===== src/rtl/nn_layer_sequencer.sv =====
// Control FSM sequencing a multi-layer inference through the accelerator and
// shift_reg_mem: load ifmap, then per layer clear / 32 MAC steps / write-back.
//
// Ports:
//   clk, reset        rising-edge clock, synchronous active-high reset
//   start             inference request, only honoured while idle
//   weight_valid      weight row for weight_row_addr present this cycle
//   busy, done        status; done is a one-cycle pulse at the end of a run
//   layer_idx         current layer (0-based)
//   mem_addr          shift_reg_mem read address (current step)
//   weight_row_addr   {layer_idx, step} index into the weight store
//   acc_enable        MAC this cycle (RUN and weight_valid)
//   acc_clear         clear the accumulators
//   mem_write_enable  shift_reg_mem write strobe
//   ifmap_sel         1: write external ifmap, 0: write back output_fmap
module nn_layer_sequencer #(
  parameter int NUM_LAYERS = 4,
  parameter int VEC_LEN    = 32,
  parameter int ADDR_W     = 5,
  parameter int LAYER_W    = 2
) (
  input  logic                      clk,
  input  logic                      reset,
  input  logic                      start,
  input  logic                      weight_valid,
  output logic                      busy,
  output logic                      done,
  output logic [LAYER_W-1:0]        layer_idx,
  output logic [ADDR_W-1:0]         mem_addr,
  output logic [LAYER_W+ADDR_W-1:0] weight_row_addr,
  output logic                      acc_enable,
  output logic                      acc_clear,
  output logic                      mem_write_enable,
  output logic                      ifmap_sel
);

  typedef enum logic [2:0] {
    S_IDLE,
    S_LOAD,
    S_CLEAR,
    S_RUN,
    S_WB,
    S_DONE
  } state_t;

  localparam logic [ADDR_W-1:0]  LAST_STEP  = ADDR_W'(VEC_LEN - 1);
  localparam logic [LAYER_W-1:0] LAST_LAYER = LAYER_W'(NUM_LAYERS - 1);

  state_t               state;
  logic [LAYER_W-1:0]   layer_q;
  logic [ADDR_W-1:0]    step_q;
  logic                 busy_q;
  logic                 done_q;
  logic                 mwe_q;
  logic                 ifsel_q;
  logic                 clr_q;
  logic                 run_q;

  // Strobes are registered alongside the state: each branch sets the
  // outputs that belong to the state being entered.
  always_ff @(posedge clk) begin
    if (reset) begin
      state   <= S_IDLE;
      layer_q <= '0;
      step_q  <= '0;
      busy_q  <= 1'b0;
      done_q  <= 1'b0;
      mwe_q   <= 1'b0;
      ifsel_q <= 1'b0;
      clr_q   <= 1'b0;
      run_q   <= 1'b0;
    end else begin
      done_q  <= 1'b0;
      mwe_q   <= 1'b0;
      ifsel_q <= 1'b0;
      clr_q   <= 1'b0;
      unique case (state)
        S_IDLE: begin
          if (start) begin
            state   <= S_LOAD;
            busy_q  <= 1'b1;
            mwe_q   <= 1'b1;
            ifsel_q <= 1'b1;
          end
        end
        S_LOAD: begin
          state <= S_CLEAR;
          clr_q <= 1'b1;
        end
        S_CLEAR: begin
          state  <= S_RUN;
          step_q <= '0;
          run_q  <= 1'b1;
        end
        S_RUN: begin
          // A missing weight row stalls the whole datapath in place.
          if (weight_valid) begin
            if (step_q == LAST_STEP) begin
              state <= S_WB;
              run_q <= 1'b0;
              mwe_q <= 1'b1;
            end else begin
              step_q <= step_q + ADDR_W'(1);
            end
          end
        end
        S_WB: begin
          if (layer_q == LAST_LAYER) begin
            state  <= S_DONE;
            done_q <= 1'b1;
          end else begin
            state   <= S_CLEAR;
            layer_q <= layer_q + LAYER_W'(1);
            clr_q   <= 1'b1;
          end
        end
        S_DONE: begin
          state   <= S_IDLE;
          busy_q  <= 1'b0;
          layer_q <= '0;
          step_q  <= '0;
        end
        default: begin
          state   <= S_IDLE;
          busy_q  <= 1'b0;
          run_q   <= 1'b0;
          layer_q <= '0;
          step_q  <= '0;
        end
      endcase
    end
  end

  assign busy             = busy_q;
  assign done             = done_q;
  assign layer_idx        = layer_q;
  assign mem_addr         = step_q;
  assign weight_row_addr  = {layer_q, step_q};
  assign acc_enable       = run_q & weight_valid;
  assign acc_clear        = clr_q;
  assign mem_write_enable = mwe_q;
  assign ifmap_sel        = ifsel_q;

endmodule


===== config.mk =====
export PLATFORM = sky130hd
export DESIGN_NAME = nn_layer_sequencer
export DESIGN_NICKNAME = d
export VERILOG_FILES = /design/src/rtl/nn_layer_sequencer.sv
export SDC_FILE = /design/constraint.sdc
export NUM_CORES = 1
export LEC_CHECK = 0
export BUFFER_PORTS_ARGS = -buffer_cell sky130_fd_sc_hd__buf_2
export CORE_UTILIZATION = 53
export DETAILED_ROUTE_END_ITERATION = 16
export PLACE_DENSITY_LB_ADDON = 0.3
export SLEW_MARGIN = 15
export SYNTH_ARGS = -nofsm -noshare
export SYNTH_HDL_FRONTEND = slang
export SYNTH_SLANG_ARGS = --single-unit

===== constraint.sdc =====
create_clock -name clk -period 3.08 [get_ports clk]
set_clock_uncertainty 0.05 [all_clocks]
set_input_delay 0.462 -clock clk [delete_from_list [all_inputs] [get_ports clk]]
set_output_delay 0.462 -clock clk [all_outputs]
set_load 0.01 [all_outputs]

==> impl_metrics.csv, run 1 <==
group,metric,value,unit
grt,grt_usage,19.6,%
sta,setup-violations-final,0,
placement,globalplace.congestion,0.755,
yosys,synth_cell_type_count,37,
cts,cts_root_buffer,"clkbuf_4",
drt,vias_per_cell,5.55,
floorplan,die_area,1690,um2
setup_path,critPathMaxStageDelay,360,ps
cells_and_area,final_area,900,um2
yosys,ys_ff_latch,16,
grt,grt_pass1_wl,2070,um
hold_path,hold_class,"in -> reg",
sta,setup-tns-final,0,ps
drt,num_vias,661,
yosys,synth-simple-area-share,26.2,%
power_and_ir_drop,internal_power,0.000310,W
cells_and_area,diodes,0,
setup_path,cp-end-kind,"flop",
yosys,yosysMostFrequentCell,"dfxtp_1",
power_and_ir_drop,swShare,24.9,%
cells_and_area,area_delta_synth_final,10.6,%
yosys,ys_seq_area_share,39.4,%
cells_and_area,drive_gt1_share,28.8,%
floorplan,fp.dieW,41.2,um
floorplan,core,1370,um2
sta,slew_violations,0,
drt,drt-total-wl,1420,um
grt,grt-ovfl-total,0,
placement,port_buffers,23,
sta,slew-limit-headroom,66.7,%
yosys,synthAdderAreaFrac,4.62,%
yosys,synth_top_family_by_area,"simple AND/OR/NAND/NOR gates",
yosys,yosysTopAreaCell,"dfxtp_1",
cts,ctsResizeCount,0,
sta,hold_viol,0,
power_and_ir_drop,p_leak,0.411,nW
setup_path,worstSetupPathType,"reg -> reg",
yosys,yosysWarnings,0,
yosys,synth_xor_area_share,0,%
grt,use_met1,27.7,%
power_and_ir_drop,clkPwrFrac,33.7,%
drt,route.detailed.drc,0,
floorplan,num_rows,13,
sta,worst_pin_slew,498,ps
cts,cts.htree.levels,1,
sta,rsz0062_at_grt,"no",
grt,global_route.usage.met3,8.15,%
yosys,synth_area_leaders,"dfxtp_1 39%, buf_4 6.5%, mux2i_1 4.9%, ha_1 4.6%, nand2_1 4.6%",
yosys,syn_nets,95,
setup_path,cp_common_cell,"ha_1",
grt,grt.met2_usage,23.4,%
grt,antenna_found_initial,0,
yosys,syn_area,813,um2
cts,ctsLongestPathBuffers,2,
cts,cts_tree,"built",
yosys,muxShareOfSynthArea,4.92,%
yosys,synth_compound_area_share,14.2,%
drt,drtPass1Iterations,4,
cts,cts_setup_buffers,0,
sta,period_share,55.6,%
setup_path,crit_required,3200,ps
yosys,synth_edf_count,0,
floorplan,die_h,41.2,um
yosys,synth_top_flop_cell,"dfxtp_1",
yosys,synth_top_area_share,39.4,%
flow_run,cap_violations,0,
cts,clk_latency,280,ps
placement,post_dp_cell_area,863,um2
sta,max_freq,584,MHz
cts,numCtsBuffers,3,
yosys,avgSynthCellArea,9.24,um2
status,status,"completed",
grt,grt_start_max_net_pins,17,
power_and_ir_drop,share_seq_of_total_power,55.7,%
cts,cts_hold_buf,0,
drt,drt_iter0_markers,13,
floorplan,initial_core_util,59.5,%
yosys,synthArstFlopShare,0,%
cells_and_area,fin_nets,112,
yosys,synth.top_cells.by_count,"16 x dfxtp_1, 10 x nand2_1, 7 x buf_4",
drt,wl_per_cell,11.9,um
cts,cts.clk_slew.worst_paths,100,ps
placement,hpwl,1020,um
floorplan,io_pins,24,
sta,min_period,1710,ps
setup_path,startpoint_type,"flop",
cts,cts.sinks,16,
grt,grt_pass1_vias,470,
drt,ant_nets,0,
power_and_ir_drop,power_switching,0.000103,W
power_and_ir_drop,pwr-share-comb,10.7,%
cells_and_area,fillers,136,
grt,grt_busiest_layer,"met1",
setup_path,crit_arrival,1840,ps
setup_path,path_cells,"ha_1, and3_1, ha_1, nand3b_1, o2111ai_1, o31ai_2",
power_and_ir_drop,powerDensity,459,nW/um2
setup_path,worstPathMaxFanout,6,
yosys,syn_inst,88,
power_and_ir_drop,irDropWorstVdd,0.262,mV
setup_path,critPathSlowestCell,"dfxtp_1",
-- registers in the layout, summed over array words and instances (netlist names) --
signal and cells:
acc_clear 1, busy 1, done 1, ifmap_sel 1
layer_idx 2, mem_addr 5, mem_write_enable 1, run_q 1
state 3
-- worst max-delay path, delay by kind of cell (launching register included) --
family / cells / cell delay [ps]
fa+ha+maj: 2 / 460
flops: 1 / 360
simple gates: 2 / 400
compound gates: 2 / 340
-- stage by stage --
step,utilization (%),total power [W],setup slack (ps),std cells,hold slack [ps]
final,65.8,0.000413,1370,119,415
after global placement,63.2,0.000278,1460,115,422
after global routing,65.8,0.000434,1300,119,427
after detailed placement,63.2,0.000279,1400,115,441
after floorplan,-,0.000270,1460,88,418
after CTS,65.8,0.000417,1370,119,412
-- power by group through the flow --
stage | clock network, W | registers, W | logic [W]
after floorplan | 0 | 0.000230 | 0.0000400
after global placement | 0 | 0.000234 | 0.0000440
after detailed placement | 0 | 0.000235 | 0.0000443
after CTS | 0.000143 | 0.000230 | 0.0000443
after global routing | 0.000152 | 0.000232 | 0.0000501
final | 0.000139 | 0.000230 | 0.0000440
-- layer usage --
metal / vias up / part of all wire [%]
met5: - / 0
li1: 346 / -
met4: 0 / 0.92
met1: 293 / 54
met3: 2 / 5.4
met2: 20 / 40
-- area by class of cell --
cell class / instances / area (um2) / share of cell area [%]
clock buffers: 4 / 36.3 / 4.03
inverters: 1 / 3.75 / 0.417
multi-input cells: 60 / 405 / 45.1
flip-flops and latches: 16 / 320 / 35.6
well taps: 15 / 18.8 / 2.09
repair buffers: 23 / 115 / 12.8
-- layout by cell type, fill, tap and decap left out, types with 2 or more instances in the layout --
cell / Yosys / layout
ha_1: 3 / 3
mux2i_1: 4 / 4
nor2_1: 5 / 5
a21oi_1: 3 / 3
nor3_1: 3 / 3
nor2b_1: 2 / 2
nand2b_1: 2 / 2
nand2_1: 10 / 10
nand4_1: 2 / 2
nand3b_1: 3 / 3
clkbuf_4: 0 / 3
o21ai_0: 2 / 2
dfxtp_1: 16 / 16
buf_2: 1 / 23
nand3_1: 2 / 2
-- cell families (layout without fill, tap and decap cells) --
family | after synthesis | in the layout
fa+ha+maj | 3 | 3
simple gates | 37 | 37
buf+inv | 12 | 28
flops | 16 | 16
mux | 4 | 4
compound gates | 16 | 16
-- path summary, 6_finish.rpt --
kind | slack, ps | startpoint | depth (start not counted) | end
max | 1370 | mem_addr[0] | 6 | mem_addr[3]
min | 420 | reset | 2 | state[2]
max reg2reg | 1370 | mem_addr[0] | 6 | mem_addr[3]
min reg2reg | 450 | mem_addr[4] | 2 | mem_addr[4]
Note: power is estimated with default switching activity, not from simulation.
==> run 2: changes to the inputs <==
--- a/config.mk
+++ b/config.mk
@@ -5,8 +5,9 @@
 export SDC_FILE = /design/constraint.sdc
 export NUM_CORES = 1
 export LEC_CHECK = 0
+export ABC_AREA = 1
 export BUFFER_PORTS_ARGS = -buffer_cell sky130_fd_sc_hd__buf_2
-export CORE_UTILIZATION = 53
+export CORE_UTILIZATION = 49
 export DETAILED_ROUTE_END_ITERATION = 16
 export PLACE_DENSITY_LB_ADDON = 0.3
 export SLEW_MARGIN = 15
==> constraint.sdc (replaced) <==
create_clock -name clk -period 1.7 [get_ports clk]
set_clock_uncertainty 0.05 [all_clocks]
set_input_delay 0.255 -clock clk [delete_from_list [all_inputs] [get_ports clk]]
set_output_delay 0.255 -clock clk [all_outputs]
set_load 0.01 [all_outputs]
==> run 2 against run 1 <==
Hold slack got worse by 180 ps. Core utilization fell by 3.7 points. Routed wire length rose by 16%. Synthesized area rose by 4.6%. Count of clock-buffer cells in the layout did not move. Critical path type unchanged. Critical endpoint is now mem_addr[0]. Highest routed layer unchanged.
==> impl_metrics.csv, run 2 <==
group,metric,value,unit
sta,setup-violations-final,0,
grt,grt_start_max_net_pins,13,
cts,cts_tree,"built",
sta,worst_pin_slew,280,ps
setup_path,worstSetupPathType,"reg -> reg",
yosys,synth_area_leaders,"dfxtp_1 38%, nand2_1 9.7%, nand3_1 7.1%, inv_1 6.6%, buf_4 6.2%",
grt,grt-ovfl-total,0,
setup_path,critPathSlowestCell,"dfxtp_2",
power_and_ir_drop,irDropWorstVdd,0.694,mV
placement,hpwl,1270,um
yosys,ys_ff_latch,16,
status,status,"completed",
drt,drtPass1Iterations,4,
cells_and_area,drive_gt1_share,31.6,%
yosys,syn_nets,121,
cts,cts.sinks,16,
yosys,synth_top_family_by_area,"simple AND/OR/NAND/NOR gates",
setup_path,worstPathMaxFanout,7,
yosys,synth-simple-area-share,32.6,%
drt,vias_per_cell,5.13,
yosys,synth_xor_area_share,0,%
cells_and_area,largest_reg_flops,5,
cts,cts.htree.levels,1,
cells_and_area,final_util,62.1,%
grt,grt_pass1_wl,2640,um
drt,num_vias,764,
drt,top_layer,"met4",
setup_path,cp.depth,10,
setup_path,crit_required,1870,ps
sta,slew_violations,0,
floorplan,io_pins,24,
cts,ctsLongestPathBuffers,2,
power_and_ir_drop,powerDensity,1110,nW/um2
yosys,synth_top_area_share,37.6,%
yosys,synth.top_cells.by_count,"22 x nand2_1, 16 x dfxtp_1, 15 x inv_1",
drt,route.detailed.drc,0,
setup_path,crit_arrival,1700,ps
floorplan,die_area,1910,um2
grt,grt_pass1_vias,638,
cts,numCtsBuffers,3,
cts,cts.clk_slew.worst_paths,100,ps
hold_path,hold_depth,2,
yosys,synth_top_flop_cell,"dfxtp_1",
yosys,synth_cell_type_count,22,
yosys,synth_compound_area_share,11.6,%
drt,wl_per_cell,11.0,um
yosys,yosysWarnings,0,
cells_and_area,area_delta_synth_final,13.8,%
floorplan,fp.dieW,43.7,um
floorplan,num_rows,14,
cts,clk_latency,280,ps
yosys,synthAdderAreaFrac,4.41,%
yosys,yosysMostFrequentCell,"nand2_1",
flow_run,cap_violations,0,
sta,slew-limit-headroom,81.3,%
floorplan,initial_core_util,54.6,%
yosys,synth_edf_count,0,
sta,setup-tns-final,0,ps
setup_path,critPathMaxStageDelay,390,ps
sta,rsz0062_at_grt,"no",
setup_path,reg2reg_depth,10,
cells_and_area,diodes,0,
yosys,muxShareOfSynthArea,0,%
placement,port_buffers,23,
sta,max_freq,655,MHz
grt,grt_usage,18.6,%
cts,cts_setup_buffers,0,
sta,min_period,1530,ps
drt,met2_length,789,um
hold_path,hold_class,"in -> reg",
setup_path,startpoint_type,"flop",
sta,period_share,89.9,%
cells_and_area,fillers,152,
drt,drt_iter0_markers,21,
power_and_ir_drop,p_leak,0.475,nW
setup_path,path_cells,"ha_1, nand2_1, nor2_1, ha_1, inv_1, nand2_1, nand2_4, nand2_4, nand2_1, a21oi_2",
cells_and_area,fin_nets,141,
placement,globalplace.congestion,0.856,
setup_path,cp_top_family,"simple AND/OR/NAND/NOR gates",
yosys,syn_inst,114,
grt,antenna_found_initial,0,
cells_and_area,regArea,323,um2
sta,hold_slack,235,ps
yosys,avgSynthCellArea,7.46,um2
drt,drt-total-wl,1650,um
drt,ant_nets,0,
yosys,syn_area,851,um2
setup_path,crit_buf_inv,1,
cts,cts_root_buffer,"clkbuf_4",
floorplan,core,1560,um2
cells_and_area,multi_input_area,414,um2
cells_and_area,mostFrequentLayoutCell,"buf_2",
setup_path,cp-end-kind,"flop",
setup_path,cp_common_cell,"nand2_1",
cells_and_area,final_cell_mix,"23 x buf_2, 22 x nand2_1, 15 x inv_1",
yosys,synthArstFlopShare,0,%
yosys,yosysTopAreaCell,"dfxtp_1",
drt,wl_met3,65,um
floorplan,die_h,43.7,um
sta,hold_viol,0,
drt,wl_met1,769,um
yosys,ys_seq_area_share,37.6,%
[run 2: cell types whose count changed after synthesis, moves of 3 or more]
cell	previous run	this run
a21oi_1	3	7
a21oi_2	0	3
nand3b_1	3	0
nand3_1	2	12
inv_1	1	15
nor2_1	5	10
mux2i_1	4	0
nand2_1	10	22
[run 2: worst paths after layout]
kind         slack, ps           to   startpoint
max                170  mem_addr[0]  mem_addr[0]
min reg2reg        420        run_q        run_q
max reg2reg        170  mem_addr[0]  mem_addr[0]
min                230  mem_addr[1]        reset
[run 2: logic make-up (layout without fill, tap and decap cells)]
logic type | count (synthesis) | after routing
simple gates | 55 | 55
flops | 16 | 16
buf+inv | 24 | 43
fa+ha+maj | 3 | 3
compound gates | 16 | 16
[run 2: worst register-to-register path: cells and delay by family, from the launching register on]
kind            cells  cell delay [ps]
flops               1              390
simple gates        6              520
buf+inv             1               40
fa+ha+maj           2              350
compound gates      1              120
[run 2: where the power goes]
part	total, W	switching (W)	internal [W]
Combinational	0.000345	0.000223	0.000122
Sequential	0.000482	0.0000534	0.000428
Clock	0.000249	0.000119	0.000130
[run 2: metrics by stage]
| stage | worst slack (ps) | cell area [um2] | cells | total power, W |
|---|---|---|---|---|
| after floorplan | 192 | 851 | 114 | 0.000753 |
| after global placement | 212 | 930 | 145 | 0.000821 |
| after detailed placement | 125 | 930 | 145 | 0.000833 |
| after CTS | 100 | 966 | 149 | 0.00108 |
| after global routing | 27.3 | 968 | 149 | 0.00114 |
| final | 172 | 968 | 149 | 0.00108 |
[run 2: area by class of cell]
type                       count  area share (%)
timing repair buffer          23            11.9
sequential                    16            33.3
tap                           16            2.07
inverter                      16            6.20
multi-input combinational     74            42.8
clock buffer                   4            3.75
[run 2: layer usage]
| layer | GRT usage (%) | up-vias |
|---|---|---|
| li1 | - | 400 |
| met1 | 24.0 | 343 |
| met2 | 30.4 | 19 |
| met3 | 2.50 | 2 |
| met4 | 9.38 | 0 |
| met5 | 0 | - |
[run 2: repair_timing]
item	4_1_cts	5_1_grt
gates resized for setup	0	2
hold buffers	0	0
endpoints found under the setup margin	0	6
==> run 3: changes to the inputs <==
--- a/config.mk
+++ b/config.mk
@@ -7,7 +7,8 @@
 export LEC_CHECK = 0
 export ABC_AREA = 1
 export BUFFER_PORTS_ARGS = -buffer_cell sky130_fd_sc_hd__buf_2
-export CORE_UTILIZATION = 49
+export CORE_ASPECT_RATIO = 1.5
+export CORE_UTILIZATION = 40
 export DETAILED_ROUTE_END_ITERATION = 16
 export PLACE_DENSITY_LB_ADDON = 0.3
 export SLEW_MARGIN = 15
==> run 3 against run 2 <==
Combinational power hardly changed. Core utilization is 14 points lower. Sequential power hardly changed. Flip-flop and latch count stayed put. Sequential share of layout area is 0.59 points lower. Die area is 22% higher. Hold slack better by 9.6 ps. Global-route usage is 1.6 points lower. Total power is 0.24% lower. Critical path depth is 1 higher. Largest power group unchanged.
==> impl_metrics.csv, run 3 (synthesized netlist as in run 2, its figures left out) <==
group,metric,value,unit
floorplan,num_rows,20,
setup_path,worstSetupPathType,"reg -> reg",
cells_and_area,diodes,0,
cells_and_area,mostFrequentLayoutCell,"buf_2",
drt,route.detailed.drc,0,
power_and_ir_drop,powerDensity,1090,nW/um2
cts,cts_tree,"built",
hold_path,min_from,"reset",
cts,cts.sinks,16,
cells_and_area,fin_nets,142,
grt,grt_start_max_net_pins,13,
cells_and_area,final_area,982,um2
cells_and_area,area_delta_synth_final,15.4,%
cells_and_area,drive_gt1_share,31.3,%
cells_and_area,final_cell_mix,"23 x buf_2, 22 x nand2_1, 15 x inv_1, 15 x dfxtp_1, 12 x nand3_1",
floorplan,fp.dieW,39.7,um
setup_path,worstPathMaxFanout,6,
sta,setup-tns-final,0,ps
sta,hold_slack,244,ps
setup_path,r2r_slack,160,ps
sta,hold_viol,0,
placement,post_dp_cell_area,945,um2
sta,setup-violations-final,0,
setup_path,rr_endpoint,"mem_addr[3]",
cts,cts.clk_slew.worst_paths,90,ps
drt,drt_iter0_markers,11,
grt,grt_usage,17.1,%
hold_path,hold_class,"in -> reg",
cts,clk_latency,290,ps
drt,drt-total-wl,1680,um
cells_and_area,fillers,207,
grt,use_met1,17.1,%
setup_path,crit_arrival,1670,ps
placement,globalplace.congestion,0.773,
sta,max_freq,650,MHz
grt,antenna_found_initial,0,
sta,slew-limit-headroom,82.3,%
grt,global_route.usage.met3,2.26,%
sta,slew_violations,0,
drt,ant_nets,0,
hold_path,hold_end,"mem_addr[1]",
placement,hpwl,1340,um
cts,ctsLongestPathBuffers,2,
grt,grt_busiest_layer,"met2",
sta,period_share,90.5,%
floorplan,io_pins,24,
cts,cts_root_buffer,"clkbuf_4",
drt,vias_per_cell,4.85,
power_and_ir_drop,irDropWorstVdd,0.541,mV
power_and_ir_drop,p_leak,0.480,nW
floorplan,initial_core_util,42.0,%
status,status,"completed",
sta,min_period,1540,ps
setup_path,reg2reg_depth,11,
setup_path,cp-end-kind,"flop",
grt,grt_pass1_vias,686,
drt,wl_per_cell,10.7,um
drt,drtPass1Iterations,4,
setup_path,r2r-start,"mem_addr[1]",
flow_run,cap_violations,0,
grt,grt-ovfl-total,0,
setup_path,crit_required,1830,ps
grt,grt.met2_usage,30.2,%
cts,cts_hold_buf,0,
floorplan,core,2030,um2
cts,cts.htree.levels,1,
cells_and_area,final_util,48.5,%
floorplan,die_area,2320,um2
sta,worst_pin_slew,266,ps
cts,numCtsBuffers,3,
setup_path,startpoint_type,"flop",
hold_path,hold_depth,2,
grt,grt_pass1_wl,2730,um
floorplan,die_h,58.5,um
drt,num_vias,756,
sta,rsz0062_at_grt,"no",
placement,port_buffers,23,
cells_and_area,largest_reg_flops,5,
[run 3: worst max-delay path: stages (launching register included)]
cell and delay (ps):
dfxtp_2 370, ha_1 180, nand2_1 80, nor2_1 110, ha_1 180, inv_1 40
nand2_1 90, nand2_4 80, nand2_4 80, nand2_1 60, nand2_1 60, nor2_1 40
[run 3: cell type report]
cell class	count	area [um2]	share of cell area, %
timing repair buffer	24	123	12.5
clock buffer	4	36.3	3.69
multi-input combinational	74	414	42.2
inverter	16	60.1	6.11
sequential	16	322	32.7
tap	22	27.5	2.80
[run 3: per-stage QoR]
step / std cells / worst slack [ps] / total power [W]
6_report: 156 / 161 / 0.00107
5_1_grt: 156 / 34.9 / 0.00114
4_1_cts: 156 / 102 / 0.00109
3_5_place_dp: 152 / 117 / 0.000836
3_3_place_gp: 152 / 212 / 0.000829
2_1_floorplan: 114 / 192 / 0.000753
[run 3: power by group]
group	internal [W]	switching, W
logic	0.000123	0.000221
clock network	0.000130	0.000119
registers	0.000428	0.0000520
total	0.000681	0.000392
[run 3: timing repair]
item | 4_1_cts | 5_1_grt
setup endpoints to repair | 0 | 3
setup buffers | 0 | 0
resized for setup | 0 | 1
[run 3: worst max path at each step]
stage                      startpoint  depth (start not counted)     endpoint  slack, ps
final                     mem_addr[1]                         11  mem_addr[3]        160
after global routing      mem_addr[1]                         11  mem_addr[3]         30
after CTS                 mem_addr[1]                         11  mem_addr[3]        100
after detailed placement  mem_addr[1]                         11  mem_addr[3]        120
after global placement    mem_addr[1]                         11  mem_addr[3]        210
after floorplan           mem_addr[0]                         11  mem_addr[3]        190
[run 3: metal layers]
layer	vias up	wire, um
met4	0	40
met5	-	0
met1	340	697
met2	16	890
met3	4	49
li1	396	-
